**config.mk**
```make
export PLATFORM = sky130hd
export DESIGN_NAME = mem_port_arbiter
export DESIGN_NICKNAME = d
export VERILOG_FILES = /design/src/rtl/mem_port_arbiter_pkg.sv /design/src/rtl/mem_port_arbiter_starve.sv /design/src/rtl/mem_port_arbiter.sv
export SDC_FILE = /design/constraint.sdc
export NUM_CORES = 1
export LEC_CHECK = 0
export ABC_AREA = 1
export ABC_CLOCK_PERIOD_IN_PS = 2500
export BUFFER_PORTS_ARGS = -buffer_cell sky130_fd_sc_hd__buf_2
export CAP_MARGIN = 20
export CORE_AREA = 2 2 106 108
export CTS_CLUSTER_SIZE = 8
export DETAILED_ROUTE_END_ITERATION = 16
export DIE_AREA = 0 0 108 110
export PLACE_DENSITY_LB_ADDON = 0.15
export SYNTH_ARGS = -nofsm -noshare
export SYNTH_HDL_FRONTEND = slang
export SYNTH_HIERARCHICAL = 1
export SYNTH_SLANG_ARGS = --single-unit
```
**constraint.sdc**
```tcl
create_clock -name clk -period 2.5 [get_ports clk]
set_clock_uncertainty 0.05 [all_clocks]
set_input_delay 0.375 -clock clk [delete_from_list [all_inputs] [get_ports clk]]
set_output_delay 0.375 -clock clk [all_outputs]
set_load 0.02 [all_outputs]
```
**src/rtl/mem_port_arbiter_pkg.sv**
```systemverilog
// Shared types for the fetch/data memory port arbiter:
// FSM encoding, port owner and the word/mask widths.
package mem_port_arbiter_pkg;

    localparam int WORD_W = 32;
    localparam int MASK_W = 4;

    typedef logic [WORD_W-1:0] word_t;
    typedef logic [MASK_W-1:0] mask_t;

    typedef enum logic [1:0] {
        IDLE = 2'd0,
        REQ  = 2'd1,
        WAIT = 2'd2
    } arb_state_e;

    typedef enum logic {
        OWN_IF = 1'b0,
        OWN_DM = 1'b1
    } owner_e;

endpackage

```
**src/rtl/mem_port_arbiter_starve.sv**
```systemverilog
// arb_starve_cnt: saturating count of fetch arbitration losses.
// Only instantiated when MEM_PORT_ARB_STARVE_GUARD_EN is defined.
module arb_starve_cnt #(
    parameter int LIMIT = 8
) (
    input  logic clk,
    input  logic rst,
    input  logic lose,
    input  logic clr,
    output logic starved
);

    logic [3:0] cnt_q;
    logic [3:0] cnt_d;

    always_comb begin
        cnt_d = cnt_q;
        if (clr) begin
            cnt_d = 4'd0;
        end else if (lose && (cnt_q < 4'(LIMIT))) begin
            cnt_d = cnt_q + 4'd1;
        end
    end

    always_ff @(posedge clk or posedge rst) begin
        if (rst) begin
            cnt_q <= 4'd0;
        end else begin
            cnt_q <= cnt_d;
        end
    end

    assign starved = (cnt_q >= 4'(LIMIT));

endmodule

```
**src/rtl/mem_port_arbiter.sv**
```systemverilog
// Single-port memory arbiter between fetch and data stages, one
// transaction outstanding. MEM_PORT_ARB_STARVE_GUARD_EN adds fetch promotion.
module mem_port_arbiter
    import mem_port_arbiter_pkg::*;
#(
    parameter int STARVE_LIMIT = 8
) (
    input  logic        clk,
    input  logic        rst,
    input  logic        if_req,
    input  logic [31:0] if_addr,
    output logic        if_gnt,
    output logic        if_rvalid,
    output logic [31:0] if_rdata,
    input  logic        dm_req,
    input  logic        dm_we,
    input  logic [3:0]  dm_wmask,
    input  logic [31:0] dm_addr,
    input  logic [31:0] dm_wdata,
    output logic        dm_gnt,
    output logic        dm_rvalid,
    output logic [31:0] dm_rdata,
    input  logic        flush,
    output logic        mem_req,
    output logic        mem_we,
    output logic [3:0]  mem_wmask,
    output logic [31:0] mem_addr,
    output logic [31:0] mem_wdata,
    input  logic        mem_ack,
    input  logic        mem_rvalid,
    input  logic [31:0] mem_rdata
);

    arb_state_e state_q, state_d;
    owner_e     owner_q, owner_d;
    logic       drop_q, drop_d;
    logic       we_q, we_d;
    mask_t      wmask_q, wmask_d;
    word_t      addr_q, addr_d;
    word_t      wdata_q, wdata_d;
    logic       done;
    logic       starved;

`ifdef MEM_PORT_ARB_STARVE_GUARD_EN
    arb_starve_cnt #(
        .LIMIT(STARVE_LIMIT)
    ) u_starve (
        .clk    (clk),
        .rst    (rst),
        .lose   (dm_gnt && if_req),
        .clr    (if_gnt),
        .starved(starved)
    );
`else
    // Limit has no effect here; the expression folds to 0.
    assign starved = (STARVE_LIMIT < 0);
`endif

    always_comb begin
        state_d = state_q;
        owner_d = owner_q;
        drop_d  = drop_q;
        we_d    = we_q;
        wmask_d = wmask_q;
        addr_d  = addr_q;
        wdata_d = wdata_q;
        if_gnt  = 1'b0;
        dm_gnt  = 1'b0;
        done    = 1'b0;
        unique case (state_q)
            IDLE: begin
                if (if_req && (!dm_req || starved)) begin
                    if_gnt  = 1'b1;
                    owner_d = OWN_IF;
                    we_d    = 1'b0;
                    wmask_d = '0;
                    addr_d  = if_addr;
                    wdata_d = '0;
                    drop_d  = flush;
                    state_d = REQ;
                end else if (dm_req) begin
                    dm_gnt  = 1'b1;
                    owner_d = OWN_DM;
                    we_d    = dm_we;
                    wmask_d = dm_wmask;
                    addr_d  = dm_addr;
                    wdata_d = dm_wdata;
                    drop_d  = 1'b0;
                    state_d = REQ;
                end
            end
            REQ: begin
                if (mem_ack) begin
                    done    = mem_rvalid;
                    state_d = mem_rvalid ? IDLE : WAIT;
                end
            end
            WAIT: begin
                if (mem_rvalid) begin
                    done    = 1'b1;
                    state_d = IDLE;
                end
            end
            default: state_d = IDLE;
        endcase
        if ((state_q != IDLE) && (owner_q == OWN_IF) && flush) begin
            drop_d = 1'b1;
        end
        if (done) begin
            drop_d = 1'b0;
        end
    end

    always_ff @(posedge clk or posedge rst) begin
        if (rst) begin
            state_q <= IDLE;
            owner_q <= OWN_IF;
            drop_q  <= 1'b0;
            we_q    <= 1'b0;
            wmask_q <= '0;
            addr_q  <= '0;
            wdata_q <= '0;
        end else begin
            state_q <= state_d;
            owner_q <= owner_d;
            drop_q  <= drop_d;
            we_q    <= we_d;
            wmask_q <= wmask_d;
            addr_q  <= addr_d;
            wdata_q <= wdata_d;
        end
    end

    assign mem_req   = (state_q == REQ);
    assign mem_we    = we_q;
    assign mem_wmask = wmask_q;
    assign mem_addr  = addr_q;
    assign mem_wdata = wdata_q;

    // A flush landing on the completion cycle also suppresses the fetch data.
    assign if_rvalid = done && (owner_q == OWN_IF) && !(drop_q || flush);
    assign dm_rvalid = done && (owner_q == OWN_DM);
    assign if_rdata  = (state_q != IDLE) ? mem_rdata : '0;
    assign dm_rdata  = (state_q != IDLE) ? mem_rdata : '0;

endmodule

```
==> metrics.md, run 1 <==
| Metric | Value |
|---|---|
| Antenna viol nets, final | 0 |
| GRT overflow | 0 |
| Syn Nets | 715 |
| Complex-gate fraction of the synthesized area | 0.381% |
| #FFs+latches synth | 73 |
| Post-CTS Hold Buffers | 0 |
| Worst-Skew Late Latency | 0.34 ns |
| Synth Area in Adders | 0.951% |
| Switching power share of the total | 49.3% |
| CTS Root Cell | clkbuf_8 |
| Worst-path fanout max | 16 |
| R2R setup slack | 0.52 ns |
| Share of layout cells above drive strength 1 | 37.3% |
| Tot GR Track Use | 19.1% |
| Top-count cell post-synth | nand2_1 |
| Synth Area in Simple Gates | 32.5% |
| Reg power frac | 31.6% |
| CTS tree | built |
| Layout Cells excl Fill | 954 |
| First-pass DRT Iterations | 4 |
| Hold Vio Cnt, Final | 0 |
| Synth-to-layout area growth | 36.3% |
| Core footprint | 10700 µm² |
| WL per Instance | 12.3 µm |
| Clk pwr share | 13.1% |
| Status | finished, final reports clean |
| Mux cell area share after synthesis | 0% |
| Worst relative slew slack | 61.2% |
| Die Span Y | 110 µm |
| Crit Path Category | flip-flop to output pin |
| Reg2reg path depth | 6 |
| Crit end category | output pin |
| Register area share after synthesis | 46.3% |
| Commonest cells post-synth | nand2_1 (252), inv_1 (105), dfrtp_1 (73), buf_4 (36), nand3_1 (36) |
| CP startpoint | state_q[0] |
| Number of flops mapped to enable cells by yosys | 0 |
| Post-Syn Area | 3950 µm² |
| Max H-tree Level | 3 |
| Post-route setup slack | 0.273 ns |
| Period utilization | 89.1% |
| Ys flop type | dfrtp_1 |
| Die width | 108 µm |
| Power Density | 1190 nW/µm² |
| Tot Pwr | 6.38 mW |
| Maximum vdd ir drop | 602 µV |
| Dpl hpwl | 8.69 mm |
| Worst slew pin tran | 0.582 ns |
| Final Util | 50.3% |
| Setup TNS | 0 ns |
| Post-DR vias/cell | 4.28 |
| XOR/XNOR share of the synthesized area | 0% |
| RSZ-0062 raised after global routing | false |
| Post-route DRC violation count | 0 |
| Min-delay worst type | primary input to asynchronous set/reset pin |
| Arr. time, crit path | 1.80 ns |
| Comb power frac | 55.3% |
| Final instance area | 5380 µm² |
| Global Route met3 Usage | 6.58% |
| Synth async-reset ratio | 100% |
| FILL cells | 1099 |
| Starting Density | 36.9% |
| Grt met2 use | 28.8% |
| Fin crit period | 2.23 ns |
| Pin count of the biggest net entering global routing | 74 |
| RR Startpoint | state_q[0] |
| M1 GR Usage | 25.6% |
| Leading area contributor after synthesis | dfrtp_1 |
| Top post-synthesis cells by area | dfrtp_1 (46%), nand2_1 (24%), inv_1 (10%), buf_4 (6.9%), nand3_1 (4.6%) |
| Placed Cells | 938 |
| Hold WS | 0.0566 ns |
| Full die area | 11900 µm² |
| # Max-Cap Violations | 0 |
| P_leak | 3.65 nW |
| Clk sinks | 73 |
| Clock transition at path regs | 0.07 ns |
| GRT busiest layer | met2 |
| Cells after Synth | 572 |
| N_diodes | 0 |
| Ys Warns | 6 |
| Port buffer count | 277 |
| Initial antenna violation count | 0 |
| CTS Buffer Depth | 2 |
| Setup crit end | dm_gnt |
| Routability-driven placement congestion ratio | 0.853 |
| Max Slew Vio Count | 0 |
| Crit path required time | 2.08 ns |
| First-pass GRT wire length | 17.8 mm |
| Main combinational cell family by area after synthesis | simple AND/OR/NAND/NOR gates |
| Cell internal pwr | 3.24 mW |
| Post-DP Area | 5200 µm² |
| Fmax | 0.449 GHz |
| Io pins | 278 |
| DR vias | 4082 |
| Worst Setup Start Kind | flip-flop |
| Final setup vio count | 0 |
| Top-area cell type share of the netlist area | 46.3% |
| Reg-to-Reg End | mem_addr[21] |
| # rows | 38 |
| P_sw | 3.15 mW |
| Final #Nets | 952 |
| Place WS | 0.334 ns |
| Number of CTS-inserted buffers | 9 |
| Unique masters post-synth | 15 |
| Vias in the first global route | 3785 |
| Syn avg cell area | 6.90 µm² |
| DRT Wirelength | 11.7 mm |
| Starting DRC count in detailed routing | 240 |
==> what timing repair did <==
item | in CTS | in global routing
endpoints found under the setup margin | 0 | 1
setup buffers | 0 | 0
resized for setup | 0 | 1
==> kinds of logic after synthesis <==
| group | Yosys count |
|---|---|
| AOI/OAI and AO/OA | 3 |
| DFF | 73 |
| buffers and inverters | 166 |
| adders and majority gates | 3 |
| and+or+nand+nor | 327 |
==> placed cells by master (no fill, tap or decap), drive strengths merged <==
master,n
nand2,253
nand4,1
clkinv,1
ha,3
nand3,36
o21ai,1
inv,110
or3,1
a21oi,2
buf,282
clkinvlp,1
dfrtp,73
clkbuf,14
nor2,36
==> final cells by class <==
class / count / area, µm² / area share, %
Tap cell: 140 / 175 / 3.26
Clock inverter: 2 / 12.5 / 0.233
Clock buffer: 14 / 163 / 3.03
Inverter: 110 / 413 / 7.68
Sequential cell: 73 / 1830 / 34.0
Timing Repair Buffer: 282 / 1450 / 26.9
Multi-Input combinational cell: 333 / 1340 / 24.9
==> critical path, stage by stage (launching register included) <==
cell and delay, ns:
dfrtp_1 0.40, inv_1 0.10, ha_2 0.35, nand2_1 0.10, inv_2 0.27, buf_2 0.23
==> power by group through the flow <==
stage	logic [mW]	registers, mW	clock network [mW]
floorplan	1.92	2.64	0
global placement	3.52	2.01	0
global route	3.87	2.08	0.919
CTS	3.57	2.01	0.870
finish	3.53	2.01	0.839
detailed placement	3.56	2.02	0
==> worst min-delay path by stage <==
stage | cells after the start | endpoint | from
after floorplan | 2 | state_q[1] | state_q[1]
after global placement | 2 | mem_wdata[29] | mem_wdata[29]
after detailed placement | 2 | mem_wdata[16] | mem_wdata[16]
after CTS | 3 | mem_wdata[19] | rst
after global routing | 3 | mem_wdata[19] | rst
final | 3 | mem_wdata[19] | rst
==> metal layers <==
metal / routed length (µm) / vias to the layer above
met5: 0 / -
met4: 170 / 0
met3: 1190 / 11
met2: 5100 / 173
met1: 5260 / 1816
li1: - / 2082
==> flip-flops by register name, indices dropped and copies added, names as in the netlist <==
register / count
drop_q: 1
mem_addr: 32
mem_wdata: 32
mem_we: 1
mem_wmask: 4
owner_q: 1
state_q: 2
No activity file was read; power rests on OpenSTA's default activity.
==> inputs of run 2 (changes only) <==
--- a/config.mk
+++ b/config.mk
@@ -5,14 +5,14 @@
 export SDC_FILE = /design/constraint.sdc
 export NUM_CORES = 1
 export LEC_CHECK = 0
-export ABC_AREA = 1
+export ABC_AREA = 0
 export ABC_CLOCK_PERIOD_IN_PS = 2500
 export BUFFER_PORTS_ARGS = -buffer_cell sky130_fd_sc_hd__buf_2
 export CAP_MARGIN = 20
-export CORE_AREA = 2 2 106 108
+export CORE_AREA = 2 2 109 111
 export CTS_CLUSTER_SIZE = 8
 export DETAILED_ROUTE_END_ITERATION = 16
-export DIE_AREA = 0 0 108 110
+export DIE_AREA = 0 0 111 113
 export PLACE_DENSITY_LB_ADDON = 0.15
 export SYNTH_ARGS = -nofsm -noshare
 export SYNTH_HDL_FRONTEND = slang
==> run 2 against run 1 <==
  * Sequential power is essentially flat
  * Count of clock-buffer cells in the layout decreased by 4
  * Final area down 4.6%
  * Via count shrank 23%
  * Area after synthesis is 11% lower
  * First-iteration DRC count fell by 56%
  * Routed wire length down 13%
  * Largest cell class unchanged
  * Largest power group unchanged
  * Highest routed layer unchanged
==> metrics.md, run 2 <==
| Metric | Value |
|---|---|
| Synth Area in Simple Gates | 11.8% |
| Synth async-reset ratio | 100% |
| Reg2reg path depth | 6 |
| Post-Syn Area | 3520 µm² |
| Io pins | 278 |
| Worst relative slew slack | 43.8% |
| Post CTS Setup Buffer Count | 0 |
| CTS Root Cell | clkbuf_16 |
| DRT Wirelength | 10.2 mm |
| Max Slew Vio Count | 0 |
| Post-CTS Hold Buffers | 0 |
| N_diodes | 0 |
| Max H-tree Level | 3 |
| Status | finished, final reports clean |
| Number of flops mapped to enable cells by yosys | 0 |
| Slowest stage delay, CP | 0.39 ns |
| Commonest cells post-synth | dfrtp_1 (73), a22o_1 (39), nor2b_1 (36), buf_4 (33), nand2_1 (33) |
| Top-count cell post-synth | dfrtp_1 |
| # rows | 39 |
| Arr. time, crit path | 1.79 ns |
| CP startpoint | state_q[1] |
| R2R setup slack | 0.51 ns |
| Syn avg cell area | 10.9 µm² |
| Top-area cell type share of the netlist area | 51.9% |
| Clock transition at path regs | 0.06 ns |
| First-pass GRT wire length | 16.1 mm |
| Synth-to-layout area growth | 45.7% |
| Power Density | 1320 nW/µm² |
| GRT overflow | 0 |
| Ys flop type | dfrtp_1 |
| Die width | 111 µm |
| Crit path required time | 2.08 ns |
| Complex-gate fraction of the synthesized area | 15.6% |
| Crit end category | output pin |
| Antenna viol nets, final | 0 |
| DR vias | 3149 |
| Period utilization | 88.7% |
| Full die area | 12500 µm² |
| Ys Warns | 6 |
| Syn Nets | 465 |
| Final setup vio count | 0 |
| Most frequent cells in the layout | buf_2 (277), dfrtp_1 (73), a22o_1 (39) |
| Cells after Synth | 322 |
| Core footprint | 11300 µm² |
| CTS Buffer Depth | 2 |
| Buf/Inv on CP | 2 |
| Gates resized, CTS repair | 0 |
| Mux cell area share after synthesis | 9.13% |
| Initial antenna violation count | 0 |
| Die Span Y | 113 µm |
| RR Startpoint | state_q[1] |
| Hold Vio Cnt, Final | 0 |
| Starting DRC count in detailed routing | 106 |
| Top post-synthesis cells by area | dfrtp_1 (52%), a22o_1 (9.7%), mux2i_1 (8.8%), buf_4 (7.0%), nor2b_1 (6.4%) |
| Number of CTS-inserted buffers | 9 |
| Starting Density | 31.2% |
| Final #Nets | 707 |
| Hold WS | 0.0838 ns |
| Fmax | 0.451 GHz |
| Worst-Skew Late Latency | 0.32 ns |
| RSZ-0062 raised after global routing | false |
| WL per Instance | 14.3 µm |
| Leading area contributor after synthesis | dfrtp_1 |
| Worst slew pin tran | 0.840 ns |
| First-pass DRT Iterations | 4 |
| Worst path top cell family by delay | simple AND/OR/NAND/NOR gates |
| Maximum vdd ir drop | 600 µV |
| Clk sinks | 73 |
| Vias in the first global route | 3165 |
| Dpl hpwl | 8.06 mm |
| Pin count of the biggest net entering global routing | 46 |
| Worst Setup Start Kind | flip-flop |
| Port buffer count | 277 |
| Register area share after synthesis | 51.9% |
| Min-delay worst type | primary input to asynchronous set/reset pin |
| Worst path depth | 6 |
| Commonest non-fill, non-tap cell in the layout | buf_2 |
| Setup TNS | 0 ns |
| # Max-Cap Violations | 0 |
| Tot Pwr | 6.76 mW |
| Tot GR Track Use | 15.8% |
| P_leak | 2.83 nW |
| Synth Area in Adders | 1.07% |
| Routability-driven placement congestion ratio | 0.804 |
| Worst path cell trace | inv_1, ha_1, nand2_1, nor2_1, nor4b_1, buf_2 |
| XOR/XNOR share of the synthesized area | 0% |
| Share of layout cells above drive strength 1 | 53.6% |
| Unique masters post-synth | 27 |
| Reg-to-Reg End | mem_wdata[4] |
| Critical-path top delay cell | dfrtp_1 |
| Fin crit period | 2.22 ns |
| Worst-path fanout max | 3 |
| Crit Path Category | flip-flop to output pin |
| #FFs+latches synth | 73 |
| Post-route DRC violation count | 0 |
| CTS tree | built |
| Post-DR vias/cell | 4.42 |
| Main combinational cell family by area after synthesis | compound AO/OA/AOI/OAI gates |
## run 2: cell types whose count changed after synthesis, sizes merged, moves of 3 or more
cell / previous run / this run
inv: 110 / 3
nand3: 36 / 1
buf: 56 / 43
nor2b: 0 / 36
a22o: 0 / 39
mux2i: 0 / 31
o21ai: 1 / 33
nor2: 36 / 1
and2: 0 / 3
clkbuf: 0 / 11
nand2: 253 / 33
## run 2: worst max path at each step
stage,end,slack [ns]
5_1_grt,if_rvalid,0.1
6_report,if_rvalid,0.28
3_5_place_dp,mem_wdata[1],0.54
4_1_cts,if_rvalid,0.24
3_3_place_gp,mem_wdata[7],0.63
2_1_floorplan,drop_q,0.22
## run 2: per-layer routing
| layer | share of wire, % | GRT usage [%] | wire length [µm] | up-vias |
|---|---|---|---|---|
| met5 | 0 | 0 | 0 | - |
| met4 | 1.1 | 4.67 | 108 | 0 |
| met3 | 7.0 | 3.96 | 709 | 11 |
| met2 | 50 | 26.8 | 5110 | 133 |
| met1 | 42 | 20.2 | 4260 | 1441 |
| li1 | - | - | - | 1564 |
## run 2: cell type report
| cell class | count | area (µm²) |
|---|---|---|
| Fill cell | 1107 | 6140 |
| Sequential cell | 73 | 1830 |
| Timing Repair Buffer | 285 | 1480 |
| Multi-Input combinational cell | 192 | 1340 |
| Clock buffer | 10 | 239 |
| Tap cell | 143 | 179 |
| Clock inverter | 6 | 48.8 |
| Inverter | 3 | 12.5 |
## run 2: cell families (layout without fill, tap and decap cells)
group | Yosys count | after routing
muxes | 32 | 32
buffers and inverters | 57 | 304
DFF | 73 | 73
and+or+nand+nor | 79 | 79
AOI/OAI and AO/OA | 78 | 78
adders and majority gates | 3 | 3
## run 2: through the flow
step	setup WS, ns	area [µm²]	std cells	utilization (%)
2_1_floorplan	0.222	3520	322	-
3_3_place_gp	0.630	4840	696	43.0
3_5_place_dp	0.543	4840	696	43.0
4_1_cts	0.243	5130	712	45.5
5_1_grt	0.0964	5130	712	45.5
6_report	0.283	5130	712	45.5
## run 2: where the power goes
group	internal [mW]	switching, mW	leakage (nW)
clock	0.709	0.513	0.132
combinational	1.26	2.28	1.78
sequential	1.72	0.282	0.915
